--- config.mk ---
export PLATFORM = sky130hd
export DESIGN_NAME = enemy_move_sched
export DESIGN_NICKNAME = d
export VERILOG_FILES = /design/src/rtl/enemy_move_sched.sv
export SDC_FILE = /design/constraint.sdc
export NUM_CORES = 1
export LEC_CHECK = 0
export BUFFER_PORTS_ARGS = -buffer_cell sky130_fd_sc_hd__buf_4
export CAP_MARGIN = 10
export CORE_MARGIN = 2
export CORE_UTILIZATION = 30
export DETAILED_ROUTE_END_ITERATION = 8
export SLEW_MARGIN = 25
export SYNTH_ARGS = -nofsm -noshare
export SYNTH_HDL_FRONTEND = slang
export SYNTH_SLANG_ARGS = --single-unit
--- constraint.sdc ---
create_clock -name clk -period 1.3 [get_ports clk]
set_clock_uncertainty 0.05 [all_clocks]
set_input_delay 0.26 -clock clk [delete_from_list [all_inputs] [get_ports clk]]
set_output_delay 0.26 -clock clk [all_outputs]
set_load 0.01 [all_outputs]
--- src/rtl/enemy_move_sched.sv ---
// ============================================================================
// Module   : enemy_move_sched
// Purpose  : Walks active enemy slots in ascending order once per move tick and
//            issues one request per slot to a shared position-update datapath.
//            Optional macro ENEMY_MOVE_SCHED_FREEZE_EN adds a freeze input.
// Revision : 1.0 - initial release
// ============================================================================
`default_nettype none

module enemy_move_sched #(
   parameter int N_SLOTS  = 8,
   parameter int PEND_MAX = 3
) (
   input  logic                              clk,
   input  logic                              reset,
   input  logic                              tick,
   input  logic [N_SLOTS-1:0]                active,
`ifdef ENEMY_MOVE_SCHED_FREEZE_EN
   input  logic                              freeze,
`endif
   output logic                              upd_req,
   output logic [$clog2(N_SLOTS)-1:0]        upd_slot,
   input  logic                              upd_ack,
   output logic                              busy,
   output logic                              sweep_done,
   output logic [$clog2(PEND_MAX+1)-1:0]     pend,
   output logic                              overrun
);

   localparam int c_iw = $clog2(N_SLOTS);
   localparam int c_sw = c_iw + 1;
   localparam int c_pw = $clog2(PEND_MAX + 1);
   localparam logic [c_pw-1:0] c_pend_max = c_pw'(PEND_MAX);

   typedef enum logic [1:0] {
      IDLE = 2'd0,
      SEEK = 2'd1,
      REQ  = 2'd2,
      DONE = 2'd3
   } state_t;

   state_t            r_state;
   logic [c_sw-1:0]   r_scan;

   logic              w_freeze;
   logic              w_start;
   logic              w_take;
   logic              w_inc;
   logic              w_found;
   logic [c_iw-1:0]   w_found_idx;

`ifdef ENEMY_MOVE_SCHED_FREEZE_EN
   assign w_freeze = freeze;
`else
   assign w_freeze = 1'b0;
`endif

   // A tick arriving with nothing stored is used directly and never enters pend.
   assign w_start = (r_state == IDLE) && (tick || (pend != '0)) && !w_freeze;
   assign w_take  = w_start && (pend != '0);
   assign w_inc   = tick && !(w_start && (pend == '0));

   // Descending walk so the lowest qualifying slot is the last one written.
   always_comb begin
      w_found     = 1'b0;
      w_found_idx = '0;
      for (int i = N_SLOTS - 1; i >= 0; i--) begin
         if (active[i] && (i >= int'(r_scan))) begin
            w_found     = 1'b1;
            w_found_idx = c_iw'(i);
         end
      end
   end

   always_ff @(posedge clk) begin
      if (reset) begin
         r_state    <= IDLE;
         r_scan     <= '0;
         upd_req    <= 1'b0;
         upd_slot   <= '0;
         busy       <= 1'b0;
         sweep_done <= 1'b0;
      end else begin
         case (r_state)
            IDLE: begin
               if (w_start) begin
                  r_state <= SEEK;
                  r_scan  <= '0;
                  busy    <= 1'b1;
               end
            end
            SEEK: begin
               if (w_found) begin
                  r_state  <= REQ;
                  upd_slot <= w_found_idx;
                  upd_req  <= 1'b1;
               end else begin
                  r_state    <= DONE;
                  sweep_done <= 1'b1;
               end
            end
            REQ: begin
               if (upd_ack) begin
                  r_state <= SEEK;
                  r_scan  <= c_sw'({1'b0, upd_slot}) + c_sw'(1);
                  upd_req <= 1'b0;
               end
            end
            DONE: begin
               r_state    <= IDLE;
               sweep_done <= 1'b0;
               busy       <= 1'b0;
            end
            default: begin
               r_state <= IDLE;
            end
         endcase
      end
   end

   always_ff @(posedge clk) begin
      if (reset) begin
         pend    <= '0;
         overrun <= 1'b0;
      end else if (w_inc && !w_take) begin
         if (pend == c_pend_max) begin
            overrun <= 1'b1;
         end else begin
            pend <= pend + c_pw'(1);
         end
      end else if (w_take && !w_inc) begin
         pend <= pend - c_pw'(1);
      end
   end

endmodule

`default_nettype wire

Yosys cells after proc, flatten, opt, wreduce, memory -nomap -nowiden --
Cells that the tools add are included.
Word-level totals: bits in registers 15, input port bits 12, output and inout bits 9, word-level logic and storage cells 95
Operators by class: $add $sub $neg 3, $lt $le $gt $ge 8, equality and inequality tests 9, mux-type cells 33, reduce and logical (&&, ||, !) cells 34
Operators with widths (number):
- $mux W3 | 8
- $ge A3 B4 Y1 const A | 4
- $logic_and A1 B1 Y1 | 14
- $mux W1 | 13
- $reduce_and A2 Y1 | 6
- $reduce_bool A2 Y1 | 6
- $mux W2 | 5
- $ne A2 B2 Y1 const B | 5
- $ge A1 B4 Y1 const A | 2
- $ge A2 B4 Y1 const A | 2
- $mux W4 | 2
- $pmux W2 S4 | 1
- $pmux W4 S2 | 1
- $eq A2 B2 Y1 const B | 3
- $pmux W1 S2 | 3
- $reduce_and A3 Y1 | 2
- $add A3 B1 Y4 const B | 1
- $logic_not A2 Y1 | 2
- $logic_not A1 Y1 | 3
- $add A2 B1 Y2 const B | 1
- $eq A2 B1 Y1 const B | 1
- $sub A2 B1 Y2 const B | 1
- $logic_or A1 B1 Y1 | 1

Longest topological paths before layout --
depth after elaboration 12, mapped depth 6, depth with buffers taken out 5

Worst setup path before layout --
Ideal clock, no wire load.
path kind register to register, start point reg r_scan[1], end point reg upd_slot[0], arrival time 1.191 ns, data required time 1.166 ns, slack -0.025 ns, cell stages (with the launch flop) 6, period minus slack after synthesis 1.325 ns, cells stage by stage dfxtp_1 > buf_6 > and4b_4 > o32ai_4 > a21oi_2 > o31ai_2
Between the ends: longest elaborated chain between the ends 11, elaborated cells between the ends (all ways) 33, those cells by class order compare (8); mux (16); reduce/logical (9)
RTL lines:
- start: declaration | RTL line 43 | logic [c_sw-1:0] r_scan;
- start signal: assignment | RTL line 105 | r_scan <= c_sw'({1'b0, upd_slot}) + c_sw'(1);
- $ge A3 B4 Y1 | RTL line 68 | if (active[i] && (i >= int'(r_scan))) begin
- $logic_and A1 B1 Y1 | RTL line 68
- $mux W1 (8 in series) | RTL line 68
- $reduce_and A2 Y1 (no source line)
- end signal: assignment | RTL line 95 | upd_slot <= w_found_idx;
- end: declaration | RTL line 22 | output logic [$clog2(N_SLOTS)-1:0] upd_slot,
Parallel ways exist; a longest one is shown, timed or not. A chain may end at the register's enable or synchronous reset.

Worst setup path after layout --
start point reg r_scan[1], end point reg upd_slot[1]
The elaborated chain is that of the path after synthesis.

==> metrics.txt <==
# TYPE chip_impl_metric gauge
chip_impl_metric{name="yosys_warnings",unit=""} 0
chip_impl_metric{name="fraction_of_the_mapped_netlist_area_in_compound_gates",unit=""} 0.3352
chip_impl_metric{name="crit_required",unit="ns"} 1.47
chip_impl_metric{name="finalCritPeriodShare",unit=""} 1.049
chip_impl_metric{name="dp_hpwl",unit="um"} 1769
chip_impl_metric{name="synth.distinct_cells",unit=""} 44
chip_impl_metric{name="grt_pass1_wl",unit="um"} 4043
chip_impl_info{name="path_class",value="register to register"} 1
chip_impl_info{name="grt_setup_unrepaired",value="yes"} 1
chip_impl_metric{name="detailedRoute.firstPassIterationCount",unit=""} 6
chip_impl_metric{name="netlist_area",unit="um2"} 903.4
chip_impl_metric{name="area_inside_the_core_boundary",unit="um2"} 2805
chip_impl_metric{name="timing.max_slew.rel_slack",unit=""} 0.7613
chip_impl_metric{name="first_iteration_detailed_routing_drc_count",unit=""} 19
chip_impl_metric{name="layout-area-overhead-vs-synth",unit="%"} 49.31
chip_impl_metric{name="portBuffers",unit=""} 20
chip_impl_metric{name="grt_start_max_net_pins",unit=""} 17
chip_impl_metric{name="power_density",unit="nW/um2"} 869.8
chip_impl_metric{name="clock-sinks",unit=""} 15
chip_impl_info{name="failed_checks",value="DRC, setup timing"} 1
chip_impl_metric{name="final_period_minus_worst_setup_slack",unit="ns"} 1.363
chip_impl_info{name="cts-root-buf",value="sky130_fd_sc_hd__clkbuf_4"} 1
chip_impl_metric{name="synth-edff-count",unit=""} 0
chip_impl_metric{name="routabilityCongestion",unit=""} 0.8137
chip_impl_metric{name="power.leakage",unit="uW"} 0.0005511
chip_impl_info{name="critical_path.reg2reg.startpoint",value="r_scan[1]$_SDFFE_PP0P_"} 1
chip_impl_metric{name="full_die_area",unit="um2"} 3466
chip_impl_metric{name="max-clock-path-buffers",unit=""} 2
chip_impl_metric{name="cts_buffers",unit=""} 3
chip_impl_metric{name="finish.net_count",unit=""} 164
chip_impl_metric{name="die_height",unit="um"} 58.88
chip_impl_metric{name="worstPathMaxFanout",unit=""} 9
chip_impl_metric{name="post_synth_and_or_nand_nor_area_fraction",unit=""} 0.2410
chip_impl_info{name="status",value="complete, but fails checks"} 1
chip_impl_metric{name="top_level_ports",unit=""} 21
chip_impl_metric{name="worst-r2r-cell-count",unit=""} 4
chip_impl_metric{name="remaining_drc_errors",unit=""} 1
chip_impl_metric{name="average_wire_per_standard_cell",unit="um"} 13.34
chip_impl_metric{name="insertion_delay",unit="ns"} 0.29
chip_impl_metric{name="ctsHtreeMaxLevel",unit=""} 1
chip_impl_metric{name="floorplan.initialDensity",unit=""} 0.3220
chip_impl_metric{name="floorplan.die.width",unit="um"} 58.88
chip_impl_info{name="worst_flop_to_flop_path_endpoint",value="upd_slot[1]$_SDFFE_PP0P_"} 1
chip_impl_info{name="holdCritStartpoint",value="reset"} 1
chip_impl_metric{name="setup_total_negative_slack",unit="ns"} -0.1664
chip_impl_metric{name="drv_cap",unit=""} 0
chip_impl_metric{name="post_synth_mux_area_share",unit=""} 0
chip_impl_metric{name="routed_via_count",unit=""} 960
chip_impl_metric{name="first_global_vias",unit=""} 935
chip_impl_metric{name="rows",unit=""} 19
chip_impl_metric{name="fraction_of_layout_instances_using_a_drive_strength_above_1",unit=""} 0.4800
chip_impl_info{name="cts_tree",value="built"} 1
chip_impl_metric{name="drv_slew",unit=""} 0
chip_impl_metric{name="crit_arrival",unit="ns"} 1.53
chip_impl_metric{name="ys_seq_elements",unit=""} 15
chip_impl_metric{name="mean_post_synth_cell_area",unit="um2"} 8.365
chip_impl_info{name="setup.worst_path.end_class",value="register"} 1
chip_impl_metric{name="grt_usage",unit=""} 0.1541
chip_impl_metric{name="synth-async-reset-ratio",unit=""} 0
chip_impl_metric{name="diodes",unit=""} 0
chip_impl_metric{name="worst_pin_slew",unit="ns"} 0.3567
chip_impl_info{name="dominant_combinational_cell_family_by_area_after_synthesis",value="compound AO/OA/AOI/OAI gates"} 1
chip_impl_metric{name="timing.final.setup_violations",unit=""} 3
chip_impl_metric{name="route.detailed.vias_per_inst",unit=""} 5.304
chip_impl_metric{name="grt_overflow",unit=""} 0
chip_impl_metric{name="fin_util",unit=""} 0.4808
chip_impl_metric{name="yosys.area_share.xor_xnor",unit=""} 0.009695
chip_impl_info{name="synth-main-ff-cell",value="sky130_fd_sc_hd__dfxtp_1"} 1
chip_impl_metric{name="syn_nets",unit=""} 121
chip_impl_metric{name="synth_sequential_area_ratio",unit=""} 0.3324
chip_impl_metric{name="clkSlewWorstSetupHoldPaths",unit="ns"} 0.09
chip_impl_metric{name="timing.reg2reg.setup_slack",unit="ns"} -0.06
chip_impl_metric{name="post_synth_fa_ha_maj_area_fraction",unit=""} 0.01385
chip_impl_info{name="hold-path-endpoint",value="r_state[0]$_SDFFE_PP0P_"} 1
chip_impl_metric{name="max_freq",unit="GHz"} 0.7335
chip_impl_info{name="hold_path_class",value="input port to register"} 1
chip_impl_metric{name="ir_drop",unit="V"} 0.0005018
chip_impl_metric{name="min_path_cells",unit=""} 2
chip_impl_info{name="worstSetupStartpointType",value="register"} 1
chip_impl_metric{name="synthesis.instances",unit=""} 108
chip_impl_metric{name="route.final.wire_length",unit="um"} 2415
chip_impl_metric{name="ant_nets",unit=""} 0
chip_impl_metric{name="number_of_antenna_violations_at_the_first_check_in_global_routing",unit=""} 0
chip_impl_metric{name="hold_viol_final",unit=""} 0
chip_impl_metric{name="worst_slack",unit="ns"} -0.06324
==> layer usage <==
layer,wire length [um],up-vias,part of all wire,track usage
met2,1079,28,0.45,0.2333
met1,1156,440,0.48,0.1938
li1,-,482,-,-
met4,84,0,0.035,0.1136
met3,95,10,0.039,0.02857
met5,0,-,0,0
==> power by group <==
part           leakage [uW]  internal (uW)  switching, uW
logic              0.000410            198            177
clock network     0.0000150            119            154
registers          0.000126            489           35.3
total              0.000551            806            367
==> worst max-delay path by stage <==
stage / from / to / slack (ns) / cells past startpoint
final: r_scan[1]$_SDFFE_PP0P_ / upd_slot[1]$_SDFFE_PP0P_ / -0.06 / 4
after global routing: r_scan[0]$_SDFFE_PP0P_ / upd_slot[0]$_SDFFE_PP0P_ / -0.17 / 5
after CTS: r_scan[0]$_SDFFE_PP0P_ / upd_slot[0]$_SDFFE_PP0P_ / -0.06 / 5
after detailed placement: r_scan[2]$_SDFFE_PP0P_ / upd_slot[0]$_SDFFE_PP0P_ / -0.17 / 5
after global placement: r_scan[2]$_SDFFE_PP0P_ / upd_slot[0]$_SDFFE_PP0P_ / -0.18 / 5
after floorplan: r_scan[1]$_SDFFE_PP0P_ / upd_slot[0]$_SDFFE_PP0P_ / 0.005 / 6
==> per-stage QoR <==
stage	hold WS, ns	setup slack (ns)	area, um2	std cells	power, uW
floorplan	0.2746	0.005038	908.4	108	701.1
global placement	0.3872	-0.1793	1220	175	862.5
detailed placement	0.4066	-0.1707	1220	175	865.5
CTS	0.2071	-0.06088	1304	180	1161
global route	0.2036	-0.1688	1349	181	1238
finish	0.1994	-0.06324	1349	181	1173
==> flip-flops by register name, summed over array words and instances (netlist names) <==
register and cells:
overrun 1, pend 2, sweep_done 1, upd_slot 3
r_scan 4, upd_req 1, r_state 2, busy 1
==> cell type report <==
class	instances	area, um2
fillers	295	1456
flip-flops and latches	15	317.8
well taps	31	38.79
clock buffers	4	26.28
multi-input cells	80	609.3
inverters	8	30.03
repair buffers	43	326.6
==> logic make-up (layout without fill, tap and decap cells) <==
kind of cell / count (synthesis) / count (layout)
AND/OR/NAND/NOR: 38 / 38
XOR/XNOR: 1 / 1
adder cells (fa/ha/maj): 1 / 1
AO/OA/AOI/OAI: 40 / 40
flip-flops: 15 / 15
buffers and inverters: 13 / 55
==> cell usage in the layout, fill, tap and decap left out, types with 3 or more instances in the layout <==
| cell | n |
|---|---|
| sky130_fd_sc_hd__dfxtp_4 | 4 |
| sky130_fd_sc_hd__clkbuf_4 | 3 |
| sky130_fd_sc_hd__nor2_1 | 11 |
| sky130_fd_sc_hd__nand3_1 | 3 |
| sky130_fd_sc_hd__inv_1 | 7 |
| sky130_fd_sc_hd__nand2_1 | 6 |
| sky130_fd_sc_hd__buf_4 | 42 |
| sky130_fd_sc_hd__a21oi_1 | 11 |
| sky130_fd_sc_hd__dfxtp_1 | 9 |
| sky130_fd_sc_hd__nand3b_1 | 3 |
| sky130_fd_sc_hd__a21oi_2 | 4 |
==> cell usage after synthesis, drive strengths merged (2+ instances only) <==
cell type  instances  share of area
o221ai             2          0.019
o21a               2          0.017
nand4b             2          0.019
nand3b             3          0.025
a21boi             3          0.025
nor2b              3          0.021
nor3               2          0.017
dfxtp             15           0.33
o21ai              5          0.032
nand2              6          0.025
o31ai              2          0.022
nor4               2          0.014
nand3              3          0.017
nor2              11          0.046
o22ai              2          0.014
clkbuf             2         0.0083
buf                3          0.026
a211oi             2          0.022
inv                8          0.033
a21oi             15          0.091
==> critical path, stage by stage (launching register included) <==
cell	delay [ns]
sky130_fd_sc_hd__dfxtp_4	0.39
sky130_fd_sc_hd__and4b_4	0.23
sky130_fd_sc_hd__o32ai_4	0.26
sky130_fd_sc_hd__a21oi_2	0.13
sky130_fd_sc_hd__a211oi_2	0.22
==> repair_timing <==
item / in CTS / in global routing
hold buffers: 0 / 0
gates resized for setup: 14 / 11
pin swaps: 4 / 5
setup endpoints to repair: 8 / 10
buffers inserted: 1 / 1
(Power assumes the default switching activity.)
